File: src/rtl/rr_ingress_queue.sv
// Per-channel ingress FIFOs feeding a round-robin arbiter; pops the granted
// channel and forwards its head word, tagged with the channel index, downstream.
module rr_ingress_queue #(
    parameter int unsigned N_CH  = 8,
    parameter int unsigned DW    = 8,
    parameter int unsigned DEPTH = 4
) (
    input  logic                    clk,
    input  logic                    rst,
    input  logic [N_CH-1:0]         in_valid,
    input  logic [N_CH*DW-1:0]      in_data,
    output logic [N_CH-1:0]         in_ready,
    output logic [N_CH-1:0]         req,
    input  logic [N_CH-1:0]         grant,
    output logic                    out_valid,
    output logic [DW-1:0]           out_data,
    output logic [$clog2(N_CH)-1:0] out_ch,
    output logic                    err
);

    localparam int unsigned PW  = $clog2(DEPTH);
    localparam int unsigned CW  = PW + 1;
    localparam int unsigned CHW = $clog2(N_CH);

    logic [N_CH-1:0] push;
    logic [N_CH-1:0] pop;
    logic [N_CH-1:0] nonempty;
    logic [DW-1:0]   head_w [N_CH];
    logic [CHW-1:0]  gidx;
    logic            grant_onehot;
    logic            grant_ok;
    logic            grant_bad;

    logic            out_valid_q, out_valid_d;
    logic [DW-1:0]   out_data_q, out_data_d;
    logic [CHW-1:0]  out_ch_q, out_ch_d;
    logic            err_q, err_d;

    // A grant is only honoured when it is one-hot and hits a channel with data.
    always_comb begin
        grant_onehot = (grant != '0) && ((grant & (grant - N_CH'(1))) == '0);
        grant_ok     = grant_onehot && ((grant & nonempty) != '0);
        grant_bad    = (grant != '0) && !grant_ok;
        gidx         = '0;
        for (int i = 0; i < N_CH; i++) begin
            if (grant[i]) begin
                gidx = CHW'(i);
            end
        end
    end

    assign push = in_valid & in_ready;
    assign pop  = grant & {N_CH{grant_ok}};

    for (genvar g = 0; g < N_CH; g++) begin : g_ch
        logic [CW-1:0] cnt_q, cnt_d;
        logic [PW-1:0] wr_ptr_q, wr_ptr_d;
        logic [PW-1:0] rd_ptr_q, rd_ptr_d;
        logic [DW-1:0] mem_q [DEPTH];

        always_comb begin
            cnt_d    = cnt_q;
            wr_ptr_d = wr_ptr_q;
            rd_ptr_d = rd_ptr_q;
            if (push[g]) begin
                wr_ptr_d = wr_ptr_q + PW'(1);
            end
            if (pop[g]) begin
                rd_ptr_d = rd_ptr_q + PW'(1);
            end
            if (push[g] && !pop[g]) begin
                cnt_d = cnt_q + CW'(1);
            end else if (!push[g] && pop[g]) begin
                cnt_d = cnt_q - CW'(1);
            end
        end

        always_ff @(posedge clk or posedge rst) begin
            if (rst) begin
                cnt_q    <= '0;
                wr_ptr_q <= '0;
                rd_ptr_q <= '0;
            end else begin
                cnt_q    <= cnt_d;
                wr_ptr_q <= wr_ptr_d;
                rd_ptr_q <= rd_ptr_d;
            end
        end

        // Storage needs no reset: occupancy alone defines which entries are live.
        always_ff @(posedge clk) begin
            if (push[g]) begin
                mem_q[wr_ptr_q] <= in_data[g*DW +: DW];
            end
        end

        // Ready comes from the registered count, so a same-cycle pop never frees a slot.
        assign in_ready[g] = (cnt_q != CW'(DEPTH));
        assign nonempty[g] = (cnt_q != '0);
        assign req[g]      = ((cnt_q - CW'(pop[g])) != '0);
        assign head_w[g]   = mem_q[rd_ptr_q];
    end

    always_comb begin
        out_valid_d = grant_ok;
        out_data_d  = out_data_q;
        out_ch_d    = out_ch_q;
        err_d       = err_q | grant_bad;
        if (grant_ok) begin
            out_data_d = head_w[gidx];
            out_ch_d   = gidx;
        end
    end

    always_ff @(posedge clk or posedge rst) begin
        if (rst) begin
            out_valid_q <= 1'b0;
            out_data_q  <= '0;
            out_ch_q    <= '0;
            err_q       <= 1'b0;
        end else begin
            out_valid_q <= out_valid_d;
            out_data_q  <= out_data_d;
            out_ch_q    <= out_ch_d;
            err_q       <= err_d;
        end
    end

    assign out_valid = out_valid_q;
    assign out_data  = out_data_q;
    assign out_ch    = out_ch_q;
    assign err       = err_q;

endmodule
File: config.mk
export PLATFORM = sky130hd
export DESIGN_NAME = rr_ingress_queue
export DESIGN_NICKNAME = d
export VERILOG_FILES = /design/src/rtl/rr_ingress_queue.sv
export SDC_FILE = /design/constraint.sdc
export NUM_CORES = 1
export LEC_CHECK = 0
export ABC_AREA = 1
export CAP_MARGIN = 25
export CORE_AREA = 2 2 186 279
export DETAILED_ROUTE_END_ITERATION = 8
export DIE_AREA = 0 0 188 281
export PLACE_DENSITY = 0.52
export SKIP_LAST_GASP = 1
export SLEW_MARGIN = 20
export SYNTH_ARGS = -nofsm -noshare
export SYNTH_HDL_FRONTEND = slang
export SYNTH_SLANG_ARGS = --single-unit
export TNS_END_PERCENT = 20
File: constraint.sdc
create_clock -name clk -period 3.1 [get_ports clk]
set_input_delay 0.31 -clock clk [delete_from_list [all_inputs] [get_ports clk]]
set_output_delay 0.31 -clock clk [all_outputs]
set_load 0.01 [all_outputs]
==> results of run 1 <==
## sequential cells by signal, summed over array words and instances, names as in the netlist
| signal | flops |
|---|---|
| g_ch.mem_q | 256 |
| g_ch.cnt_q | 24 |
| g_ch.rd_ptr_q | 16 |
| g_ch.wr_ptr_q | 16 |
| out_data | 8 |
| out_ch | 3 |
| err | 1 |
| out_valid | 1 |
## worst register-to-register path, cell delays in order (launching register included)
cell	delay (ns)
dfrtp_1	0.38
inv_2	0.11
nand3_4	0.12
nand2_2	0.10
nand2_1	0.05
inv_1	0.04
nand2_1	0.05
nor3_2	0.17
buf_4	0.16
nor2_8	0.04
buf_12	0.13
nand2_2	0.08
buf_4	0.13
ha_1	0.14
inv_1	0.07
fa_1	0.38
a21oi_1	0.15
o21ai_0	0.11
xor2_1	0.16
## per-layer routing
layer,vias up,global-route usage [%],wire length (um)
met4,2,6.16,1470
met5,-,0,13
met2,236,27.6,20400
met3,58,2.06,1590
met1,5071,16.4,14900
li1,5225,-,-
## cell usage after synthesis, drive strengths merged
| library cell | number | area (sq um) |
|---|---|---|
| a21oi | 10 | 53.8 |
| buf | 19 | 111 |
| clkbuf | 32 | 120 |
| clkinv | 6 | 22.5 |
| dfrtp | 69 | 1730 |
| edfxtp | 256 | 7690 |
| fa | 8 | 160 |
| ha | 48 | 601 |
| inv | 160 | 603 |
| nand2 | 481 | 1830 |
| nand3 | 225 | 1130 |
| nand4 | 9 | 56.3 |
| nor2 | 97 | 417 |
| nor3 | 1 | 5.00 |
| o21ai | 18 | 90.1 |
| o21bai | 9 | 67.6 |
| xnor2 | 8 | 70.1 |
| xor2 | 24 | 210 |
## through the flow
stage	area (sq um)	power [W]	hold WS (ns)
2_1_floorplan	15000	0.00855	0.409
3_3_place_gp	17300	0.00991	0.515
3_5_place_dp	17300	0.0100	0.526
4_1_cts	18600	0.0144	0.148
5_1_grt	18600	0.0152	0.154
6_report	18600	0.0143	0.131
## cell type report
class / instances / area share [%]
flip-flops and latches: 325 / 50.5
multi-input cells: 938 / 25.6
repair buffers: 207 / 9.87
clock buffers: 52 / 5.54
well taps: 669 / 4.49
inverters: 166 / 3.36
clock inverters: 10 / 0.564
## power by group through the flow
stage | registers (W) | logic (W) | clock network [W]
after floorplan | 0.00621 | 0.00234 | 0
after global placement | 0.00635 | 0.00357 | 0
after detailed placement | 0.00638 | 0.00366 | 0
after CTS | 0.00627 | 0.00387 | 0.00423
after global routing | 0.00637 | 0.00445 | 0.00439
final | 0.00627 | 0.00390 | 0.00411
## cell families (layout without fill, tap and decap cells)
group           count (synthesis)  after routing
simple gates                  813            813
flops                         325            325
buf+inv                       217            435
fa+ha+maj                      56             56
compound gates                 37             37
xor+xnor                       32             32
## repair_timing
item	4_1_cts	5_1_grt
pin swaps	0	3
resized for setup	35	26
endpoints found under the setup margin	8	8
buffers inserted	11	9
## worst paths after layout
check                                      start                   to  slack (ns)
worst max register to register  g_ch[1].cnt_q[2]     g_ch[6].cnt_q[2]        0.38
worst min-delay path                         rst     g_ch[6].cnt_q[1]        0.13
max in group asynchronous                    rst  g_ch[2].rd_ptr_q[0]        2.23
worst max-delay path            g_ch[1].cnt_q[2]               req[3]        0.06
worst min register to register  g_ch[5].cnt_q[0]     g_ch[5].cnt_q[0]        0.52
min in group clk                        grant[3]  g_ch[3].rd_ptr_q[1]        0.35
==> flow_metrics.tcl, run 1 <==
set metrics [dict create \
    numCtsBuffers 34 \
    post-place-cells 2285 \
    slew_headroom_pct 39.4 \
    max_freq_mhz 329 \
    p_int_w 0.00976 \
    synthSimpleGateAreaFrac_pct 22.9 \
    finalMaxSlewViolations 0 \
    die_x_um 188 \
    post_synth_mux_area_share_pct 0 \
    netSwitchingPower_w 0.00452 \
    crit_chain "inv_2, nand3_4, nand2_2, nand2_1, inv_1, nand2_1, nor3_2, buf_4, nor2_8, buf_12, nand2_2, inv_1, ha_1, nand2_1, nand3_1, o21bai_1, clkdlybuf4s15_1" \
    synth_fp_nets 1618 \
    synth_area_sq_um 15000 \
    power_leakage_nw 7.88 \
    end_kind "primary output" \
    num_io_pins 111 \
    clock_latency_ns 0.52 \
    grt_pass1_wl_um 59100 \
    crit_arrival_ns 2.73 \
    num_rows 101 \
    grt_max_degree 34 \
    grt_usage_pct 14.7 \
    synth_compound_area_share_pct 1.41 \
    cts_tree "built" \
    syn_inst 1480 \
    fin_nets 1810 \
    status "complete, no violations" \
    combinationalPowerShare_pct 27.3 \
    sequentialPowerShare_pct 43.9 \
    synth_top_family_by_area "simple AND/OR/NAND/NOR gates" \
    seqCellArea_sq_um 9420 \
    cpPeakStageDelay_ns 0.38 \
    power_density_nw_per_um2 766 \
    final_cells 2367 \
    core_sq_um 50400 \
    synth_fa_ha_area_share_pct 5.09 \
    wl_um 38300 \
    r2r_cells 18 \
    final_cell_mix "nand2_1 (473), edfxtp_1 (256), nand3_1 (218)" \
    required_ns 2.79 \
    grt_pass1_vias 10536 \
    crit_family "buffers and inverters" \
    clk_pin_slew_worst_paths_ns 0.06 \
    via_count 10592 \
    swShare_pct 31.7 \
    antenna_found_initial 1 \
    hold_viol 0 \
    synth_xor_area_share_pct 1.87 \
    setup_ws_ns 0.0587 \
    tightest_slew_ns 0.908 \
    hold_class "in2async" \
    final_core_util_pct 37.0 \
    synth_area_per_cell_sq_um 10.1 \
    ys_ff_latch 325 \
    initial_core_util_pct 29.7 \
    fin_skew_ns 0.0149 \
    cp_common_cell "nand2_1" \
    maxCapViolations 0 \
    critPathKind "reg2out" \
    ir_drop_v 0.000353 \
    wire_per_inst_um 16.2 \
    overflow 0 \
    setup_viol 0 \
    path_buf_inv 6 \
    drt_iter0_drc 566 \
    tns_ns 0 \
    clock-sinks 325 \
    fin_crit_sh_pct 98.1 \
    die_h_um 281 \
    diodes 0 \
    ant_nets 0 \
    post_drt_via_cell_ratio 4.47 \
    cp_max_fo 14 \
    areaGrowthSynthToFinish_pct 24.6 \
    io_buffers 110 \
    yosysUniqueCellTypes 30 \
    drive_gt1_share_pct 12.2 \
    clockBufferDepth 3 \
    finalCriticalPeriod_ns 3.04 \
    slowest_stage "dfrtp_1" \
    yosys_warnings 0 \
    drt_pass1_iterations 5 \
    root_buffer "clkbuf_16" \
    multi_input_area_sq_um 4780 \
    final_common_cell "nand2_1" \
    ctsHoldBuffers 0 \
    dieArea_sq_um 52800 \
    synth-seq-area-share_pct 63.0 \
    h-tree-depth 2 \
    hpwl_um 28300 \
    gp_congestion 0.806 \
    pwr-share-clk_pct 28.8 \
    nFillCells 4966 \
    path_depth 17 \
    drc 0 \
    dp_slack_ns -0.301 \
    start_kind "flop" \
    rsz0062_at_grt "yes" \
]
Note: power is estimated with default switching activity, not from simulation.
==> inputs of run 2 (changes only) <==
CORE_AREA = 2 2 261 199   (was 2 2 186 279)
DIE_AREA = 0 0 263 201   (was 0 0 188 281)
==> flow_metrics.tcl, run 2 (synthesized netlist as in run 1, its figures left out) <==
set metrics [dict create \
    initial_core_util_pct 29.5 \
    fin_nets 1816 \
    largest_register_ffs 256 \
    required_ns 2.79 \
    num_rows 72 \
    status "complete, no violations" \
    dieArea_sq_um 52900 \
    start_kind "flop" \
    grt_usage_pct 14.7 \
    reg2reg_from "g_ch[4].cnt_q[2]" \
    crit_family "buffers and inverters" \
    core_sq_um 50600 \
    finalMaxSlewViolations 0 \
    wl_um 38800 \
    dp_slack_ns -0.244 \
    numCtsBuffers 36 \
    root_buffer "clkbuf_16" \
    overflow 0 \
    hold_viol 0 \
    final_cell_mix "nand2_1 (470), edfxtp_1 (256), nand3_1 (217)" \
    cp_common_cell "buf_4" \
    largestRegisters "g_ch.mem_q: 256 flops, g_ch.cnt_q: 24 flops" \
    wire_per_inst_um 16.4 \
    clockBufferDepth 3 \
    die_h_um 201 \
    tightest_slew_ns 0.864 \
    postLayoutCellArea_sq_um 18800 \
    grt_pass1_wl_um 59700 \
    cts_tree "built" \
    crit_arrival_ns 2.68 \
    reg2reg_to "g_ch[6].cnt_q[2]" \
    drt_pass1_iterations 5 \
    slew_headroom_pct 42.2 \
    hold_class "in2async" \
    regMostFlops "g_ch.mem_q" \
    grt_max_degree 34 \
    max_freq_mhz 334 \
    setup_ws_ns 0.109 \
    ant_nets 0 \
    maxCapViolations 0 \
    gp_congestion 0.841 \
    via_count 10555 \
    drc 0 \
    path_buf_inv 6 \
    crit_chain "inv_1, nand3_2, nand2_1, nand2_1, nor3_2, buf_4, nor2_8, buf_4, nand2_2, inv_1, ha_1, buf_4, o21bai_1, clkdlybuf4s15_1" \
    hpwl_um 27800 \
    final_cells 2371 \
    clock-sinks 325 \
    antenna_found_initial 2 \
    drive_gt1_share_pct 12.4 \
    critPathKind "reg2out" \
    drt_iter0_drc 714 \
    finalCriticalPeriod_ns 2.99 \
    slowest_stage "dfrtp_1" \
    ir_drop_v 0.000390 \
    io_buffers 110 \
    cpPeakStageDelay_ns 0.38 \
    final_core_util_pct 37.1 \
    nFillCells 5037 \
    power_density_nw_per_um2 785 \
    fin_skew_ns 0.0123 \
    rsz0062_at_grt "yes" \
    post_drt_via_cell_ratio 4.45 \
    setup_viol 0 \
    fin_crit_sh_pct 96.5 \
    grt_pass1_vias 10212 \
    areaGrowthSynthToFinish_pct 25.6 \
    r2r_cells 16 \
    cp_max_fo 7 \
    post-place-cells 2290 \
    num_io_pins 111 \
    clock_latency_ns 0.51 \
    place_area_sq_um 17300 \
    end_kind "primary output" \
    ff2ff_setup_slack_ns 0.50 \
    h-tree-depth 2 \
    ctsHoldBuffers 0 \
    die_x_um 263 \
    clk_pin_slew_worst_paths_ns 0.06 \
    holdWs_ns 0.223 \
    final_common_cell "nand2_1" \
    power_leakage_nw 7.96 \
]
[run 2: worst max path at each step]
stage / end / slack [ns] / cells after the start / from
after floorplan: g_ch[6].cnt_q[2] / 0.59 / 16 / g_ch[2].cnt_q[0]
after global placement: req[6] / -0.24 / 15 / grant[3]
after detailed placement: req[6] / -0.24 / 15 / grant[3]
after CTS: req[1] / -0.02 / 16 / g_ch[2].cnt_q[1]
after global routing: req[0] / -0.07 / 17 / g_ch[1].cnt_q[2]
final: req[3] / 0.11 / 14 / g_ch[4].cnt_q[2]
[run 2: metal layers]
metal | part of all wire [%] | GRT usage [%] | vias up | wire length, um
li1 | - | - | 5246 | -
met1 | 48 | 21.5 | 5036 | 18500
met2 | 44 | 22.6 | 224 | 17200
met3 | 5.9 | 2.67 | 49 | 2290
met4 | 1.9 | 3.43 | 0 | 738
met5 | 0 | 0 | - | 0
[run 2: where the power goes]
part	switching, W	internal (W)
Combinational	0.00243	0.00152
Clock	0.00172	0.00283
Sequential	0.000440	0.00580
Total	0.00459	0.0102
[run 2: final cells by class]
type	count	area, sq um	share of cell area [%]
clock buffers	52	1040	5.55
clock inverters	12	210	1.12
diodes	1	2.50	0.0133
multi-input cells	938	4790	25.5
flip-flops and latches	325	9420	50.1
repair buffers	211	1860	9.93
well taps	666	833	4.44
inverters	166	627	3.34
[run 2: through the flow]
stage / power (W) / TNS [ns]
after detailed placement: 0.0101 / -1.51
after global placement: 0.00996 / -1.50
after global routing: 0.0157 / -0.370
after floorplan: 0.00855 / 0
final: 0.0147 / 0
after CTS: 0.0148 / -0.0668
[run 2: worst register-to-register path, cell delays in order, from the launching register on]
cell     delay (ns)
dfrtp_1        0.38
inv_1          0.14
nand3_2        0.14
nand2_1        0.08
nand2_1        0.07
nor3_2         0.15
buf_4          0.15
nor2_8         0.04
buf_12         0.15
nand2_2        0.08
buf_4          0.12
ha_1           0.13
inv_1          0.06
fa_1           0.37
a21oi_1        0.14
o21ai_0        0.11
xor2_1         0.15
[run 2: repair_timing]
action                                  4_1_cts  5_1_grt
resized for setup                            34       22
hold endpoints to repair                      0        0
setup buffers                                 5       11
pin swaps                                     3        0
endpoints found under the setup margin        8        8
==> inputs of run 3 (changes only) <==
CAP_MARGIN = 20   (was 25)
==> results of run 3 <==
The final DEF is identical to that of run 2; final timing and power are the same.
